==> config.mk <==
export PLATFORM = sky130hd
export DESIGN_NAME = csa_accum_seq
export DESIGN_NICKNAME = d
export VERILOG_FILES = /design/src/rtl/csa_accum_seq.sv
export SDC_FILE = /design/constraint.sdc
export NUM_CORES = 1
export LEC_CHECK = 0
export ABC_AREA = 1
export CORE_ASPECT_RATIO = 0.9
export CORE_MARGIN = 2
export CORE_UTILIZATION = 33
export DETAILED_ROUTE_END_ITERATION = 6
export GPL_ROUTABILITY_DRIVEN = 0
export PLACE_DENSITY_LB_ADDON = 0.15
export SKIP_LAST_GASP = 1
export SYNTH_ARGS = -nofsm -noshare
export SYNTH_HDL_FRONTEND = slang
export SYNTH_SLANG_ARGS = --single-unit
==> constraint.sdc <==
create_clock -name clk_i -period 2 [get_ports clk_i]
set_input_delay 0.4 -clock clk_i [delete_from_list [all_inputs] [get_ports clk_i]]
set_output_delay 0.4 -clock clk_i [all_outputs]
set_load 0.05 [all_outputs]
==> src/rtl/csa_accum_seq.sv <==
// Sequenced multi-operand accumulator: folds a programmed number of operands into a
// carry-save (S, C) pair, then resolves the pair to binary by iterative carry propagation.
module csa_accum_seq #(
    parameter int W  = 4,
    parameter int CW = 4,
    parameter int AW = W + CW
) (
    input  logic          clk_i,
    input  logic          rst_ni,
    input  logic          start_i,
    input  logic [CW-1:0] num_ops_i,
    input  logic          in_valid_i,
    input  logic [W-1:0]  in_data_i,
    output logic          in_ready_o,
    output logic          out_valid_o,
    output logic [AW-1:0] out_sum_o,
    input  logic          out_ready_i,
    output logic          busy_o
);

    // state   | meaning
    // IDLE    | waiting for start; num_ops sampled here
    // ACCUM   | accepting operands, 3:2 compress each into S/C
    // RESOLVE | propagate carries until C is zero
    // DONE    | result presented until consumed
    localparam logic [1:0] ST_IDLE    = 2'd0;
    localparam logic [1:0] ST_ACCUM   = 2'd1;
    localparam logic [1:0] ST_RESOLVE = 2'd2;
    localparam logic [1:0] ST_DONE    = 2'd3;

    logic [1:0]    state_q, state_d;
    logic [AW-1:0] s_q, s_d;
    logic [AW-1:0] c_q, c_d;
    logic [CW-1:0] rem_q, rem_d;
    logic [AW-1:0] sum_q, sum_d;
    logic [AW-1:0] x_ext;
    logic          hs;

    assign x_ext = {{(AW-W){1'b0}}, in_data_i};
    assign hs    = (state_q == ST_ACCUM) && in_valid_i;

    always_comb begin
        state_d = state_q;
        s_d     = s_q;
        c_d     = c_q;
        rem_d   = rem_q;
        sum_d   = sum_q;
        case (state_q)
            ST_IDLE: begin
                if (start_i) begin
                    if (num_ops_i != '0) begin
                        s_d     = '0;
                        c_d     = '0;
                        rem_d   = num_ops_i;
                        state_d = ST_ACCUM;
                    end else begin
                        sum_d   = '0;
                        state_d = ST_DONE;
                    end
                end
            end
            ST_ACCUM: begin
                if (hs) begin
                    s_d   = s_q ^ c_q ^ x_ext;
                    c_d   = ((s_q & c_q) | (s_q & x_ext) | (c_q & x_ext)) << 1;
                    rem_d = rem_q - 1'b1;
                    if (rem_q == CW'(1)) begin
                        state_d = ST_RESOLVE;
                    end
                end
            end
            ST_RESOLVE: begin
                // Each pass pushes the lowest nonzero carry bit up at least one position,
                // so C empties within AW passes.
                if (c_q == '0) begin
                    sum_d   = s_q;
                    state_d = ST_DONE;
                end else begin
                    s_d = s_q ^ c_q;
                    c_d = (s_q & c_q) << 1;
                end
            end
            default: begin
                if (out_ready_i) begin
                    state_d = ST_IDLE;
                end
            end
        endcase
    end

    always_ff @(posedge clk_i or negedge rst_ni) begin
        if (!rst_ni) begin
            state_q <= ST_IDLE;
            s_q     <= '0;
            c_q     <= '0;
            rem_q   <= '0;
            sum_q   <= '0;
        end else begin
            state_q <= state_d;
            s_q     <= s_d;
            c_q     <= c_d;
            rem_q   <= rem_d;
            sum_q   <= sum_d;
        end
    end

    assign in_ready_o  = (state_q == ST_ACCUM);
    assign out_valid_o = (state_q == ST_DONE);
    assign busy_o      = (state_q != ST_IDLE);
    assign out_sum_o   = sum_q;

endmodule
Word level (Yosys, flattened, before mapping). Cells that the tools add are included.

Register bits after elaboration: 30. Bits in latches: 0. Memory bits (writable): 0. Bits in read-only memories: 0. Bits of input ports: 13. Output and inout bits: 11. Logic and storage cells: 60. Memories kept: 0.

Add/subtract/negate cells: 1. Multiply operators: 0. Div/mod/pow operators: 0. Magnitude comparators: 0. Eq/ne operators: 11. Shift-type cells: 0. Multiplexer cells: 23. Bitwise gates (word level): 7. Reduce and logical (&&, ||, !) cells: 13.

Operators by type and width (count): two-way mux 8 bit (9); case mux 8 bit (3 select lines) (2); case mux 8 bit (2 select lines) (1); bitwise AND 7 x 4 -> 7 bit (2); bitwise OR 7 bit (2); two-way mux 2 bit (6); two-way mux 4 bit (3); inequality test 2 bit (second input constant) (5); AND reduction 5 bit (2); zero test 8 bit (1); case mux 4 bit (2 select lines) (1); AND reduction 4 bit (2); nonzero test 4 bit (2); bitwise XOR 8 x 4 -> 8 bit (1); bitwise XOR 8 bit (1); bitwise AND 7 bit (1); case mux 2 bit (3 select lines) (1); nonzero test 2 bit (3); == test 2 bit (second input constant) (2); == test 4 x 1 -> 1 bit (second input constant) (1); inequality test 2 x 1 -> 1 bit (second input constant) (2); subtractor 4 x 1 -> 4 bit (second input constant) (1); nonzero test 3 bit (1); == test 2 x 1 -> 1 bit (second input constant) (1); 2 further kinds (2).

Depth between registers and ports, before layout.
Depth in word-level cells: 5. Gate-level depth with buffers: 11. Depth with buffers taken out: 10.

Worst setup path before layout. OpenSTA, ideal clock, no wires.

Path kind: reg2reg. Start: reg state_q[1]. End: reg s_q[7]. Library setup time: 0.117 ns. Arrival: 1.692 ns. Required time: 1.883 ns. Slack: 0.192 ns. Stages on the path, launching flop included: 11. Buffers on the path: 1. Clock period less this slack: 1.808 ns. Cell sequence: dfrtp_1 -> inv_1 -> ha_1 -> nand2_1 -> nand2_1 -> inv_2 -> nand2_2 -> nor2_8 -> buf_4 -> nand3_1 -> nand2_1.

Word-level cells in the longest chain between the ends: 4. Elaborated cells on any way between the ends: 11. Those cells by class: 6 x eq/ne; 1 x mux; 4 x reduce/logical.

Ends and longest elaborated chain: from (decl) (line 31) `logic [1:0] state_q, state_d;`; from (signal assigned) (line 99) `state_q <= state_d;`; == test 2 x 1 -> 1 bit *; via in_ready_o (line 14) `output logic in_ready_o,`; logical AND 1 bit (line 40) `assign hs = (state_q == ST_ACCUM) && in_valid_i;`; inequality test 2 x 1 -> 1 bit (no line); AND reduction 5 bit (no line); to (signal assigned) (line 94) `s_q <= '0;`; to (signal assigned) (line 100) `s_q <= s_d;`; to (decl) (line 32) `logic [AW-1:0] s_q, s_d;`.

Mark *: on every way through the listed nets, which the timed path passes. The rest lies on a longest branch. A chain may end at the register's enable or synchronous reset.

Worst setup path in the final report.
Start: reg sum_q[0] (netlist: out_sum_o[0]). End: out out_sum_o[0].

RTL lines: from (decl) (line 35) `logic [AW-1:0] sum_q, sum_d;`; from (signal assigned) (line 103) `sum_q <= sum_d;`; to (decl) (line 16) `output logic [AW-1:0] out_sum_o,`.

No word-level cell between the ends.

==> out/metrics.cfg <==
[global_route]
grt_pass1_wl_um = 7040
grt_pass1_vias = 1469
grt_use_total = 0.154
grt-ovfl-total = 0
antenna_found_initial = 0
grt_max_degree = 30

[critical_path]
cpLargestDelayFamily = buffers and inverters
startpoint_type = flop
ff2ff_setup_slack_ps = 380
path_max_fanout = 2
r2r_cells = 8
crit_arrival_ps = 1450
cpPeakStageDelay_ps = 800
crit_buf_inv = 1
critical_path_class = flop to output pin
end_kind = output pin
crit_chain = clkdlybuf4s50_1
r2r-end = out_sum_o[7]$_DFFE_PN0P_
r2r-start = state_q[0]$_DFFE_PN0P_
crit_required_ps = 1600
cp_slowest_cell = clkdlybuf4s50_1

[route]
vias = 1537
drt-pass1-iter-count = 5
dr.first_iter.drc_count = 110
routed_wl_um = 3960
wl_per_cell_um = 11.7
ant_nets = 0
vias_per_cell = 4.55
remaining_drc_errors = 0

[floorplan]
start_util = 0.343
die_h_um = 74.4
io_pins = 24
dieArea_mm2 = 0.00611
core_area_mm2 = 0.00529
die_x_um = 82.2
rows = 25

[clock_network]
path_clk_slew_ps = 70
root_buffer = clkbuf_8
hold_buffers = 0
clk_latency_ps = 280
clkSinkCount = 29
cts_inserted_buffers = 5
cts_tree = built
clk_path_buf_depth = 2
cts.htree.levels = 2

[synth]
yosysTopAreaCellShare = 0.400
synth.avg_cell_area_um2 = 7.69
synth_cells = 236
synth.largest_area_cell = dfrtp_1
synth-seq-area-share = 0.400
synth_cell_types = 23
ys_warn_count = 0
synth_nets = 266
ys_top_cells_by_area = dfrtp_1, nand2_1, ha_1, nand3_1, inv_1
synth_seq_cells = 29
synth_area_mm2 = 0.00182

[final_layout]
area_delta_synth_final_pct = 26.3
num_antenna_cells = 0
nets = 300
drive_above_1_share = 0.114
final_util = 0.434

[power]
power.density_mw_per_mm2 = 1320
p_leak_nw = 1.19
peakVddDrop_v = 0.000500

[placed_design]
io_buffers = 23
dpl.hpwl_um = 3020

[worst_hold_path]
min-delay-start = out_sum_o[4]$_DFFE_PN0P_
hold_end = out_sum_o[4]$_DFFE_PN0P_
whs_path_depth = 2
hold_path.class = flop to flop

[sta]
hold_slack_ps = 469
fin_worst_skew_ps = 1.19
maxSlewHeadroom = 0.673
fin_crit_sh = 0.923
finalSetupTns_ps = 0
hold_viol_final = 0
worst_slew_pin_slew_ps = 489
finalCriticalPeriod_ps = 1850
timing.fmax_ghz = 0.542
finalSetupViolCount = 0
maxSlewViolCount = 0
rsz0062_at_grt = no

[flow_run]
drv_cap = 0

[status]
outcome = finished, final reports clean

cells in the mapped netlist:
cell type,count
a21oi_1,9
a21oi_4,1
buf_2,2
buf_4,2
buf_6,1
clkinv_1,1
dfrtp_1,29
fa_1,3
ha_1,14
inv_1,25
inv_2,1
nand2_1,78
nand2_2,4
nand2_4,1
nand3_1,31
nand3_2,1
nor2_1,22
nor2_8,1
o21ai_0,5
o21ai_1,2
or2_2,1
xnor2_1,1
xor2_1,1
how the worst max path moves through the flow:
| stage | startpoint | endpoint | slack (ps) | cells after the start |
|---|---|---|---|---|
| after floorplan | state_q[1]$_DFFE_PN0P_ | s_q[7]$_DFFE_PN0P_ | 190 | 10 |
| after global placement | in_data_i[2] | s_q[2]$_DFFE_PN0P_ | 220 | 6 |
| after detailed placement | in_data_i[1] | s_q[1]$_DFFE_PN0P_ | 220 | 6 |
| after CTS | state_q[1]$_DFFE_PN0P_ | in_ready_o | 80 | 4 |
| after global routing | state_q[1]$_DFFE_PN0P_ | in_ready_o | 90 | 4 |
| final | out_sum_o[0]$_DFFE_PN0P_ | out_sum_o[0] | 150 | 1 |
area by class of cell:
class	count	area (um2)
clock buffers	5	68.8
clock inverters	3	17.5
fillers	555	2990
inverters	27	101
multi-input cells	175	955
flip-flops and latches	29	726
well taps	67	83.8
repair buffers	32	340
sequential cells by signal, summed over array words and instances, names as in the netlist:
signal / count
s_q: 8
state_q: 2
out_sum_o: 8
rem_q: 4
c_q: 7
worst register-to-register path, stage by stage (launching register included):
cell and delay, ps:
dfrtp_1 390, inv_1 90, ha_1 250, inv_1 210
nand2_2 100, a21oi_4 180, nand2_2 150, nand2_1 100
nand2_1 50
kinds of logic (layout without fill, tap and decap cells):
logic type      after synthesis  after routing  synth area share
flops                        29             29             0.400
compound gates               17             17            0.0531
buf+inv                      32             67            0.0758
simple gates                139            139             0.332
fa+ha+maj                    17             17             0.130
xor+xnor                      2              2           0.00965
power by group:
part,switching [mW],total (mW),internal [mW]
Combinational,1.08,1.73,0.645
Sequential,0.117,0.823,0.706
Clock,0.241,0.481,0.240
Total,1.44,3.03,1.59
placed cells by master (no fill, tap or decap), drive strengths merged:
cell / Yosys / routed
nand2: 83 / 83
nand3: 32 / 32
dfrtp: 29 / 29
inv: 26 / 26
nor2: 23 / 23
clkdlybuf4s50: 0 / 20
ha: 14 / 14
buf: 5 / 12
a21oi: 10 / 10
o21ai: 7 / 7
clkbuf: 0 / 5
fa: 3 / 3
clkinv: 1 / 3
or2: 1 / 1
xor2: 1 / 1
xnor2: 1 / 1
clkinvlp: 0 / 1
routing by layer:
layer  up-vias  GRT usage  routed length, um
met4         0     0.0611                 54
met1       699      0.237               2160
met2        24      0.203               1610
met5         -          0                  0
li1        809          -                  -
met3         5     0.0376                145
repair_timing:
action | in CTS | in global routing
setup buffers | 0 | 0
setup endpoints to repair | 0 | 1
hold endpoints to repair | 0 | 0
resized for setup | 0 | 1
per-stage QoR:
stage	power (mW)	cells	setup slack, ps	area [um2]
floorplan	1.98	236	192	1820
global placement	2.56	330	220	2200
detailed placement	2.56	330	215	2200
CTS	3.06	338	77.4	2290
global route	3.31	338	86.4	2290
finish	3.03	338	155	2290
No activity file was read; power rests on OpenSTA's default activity.
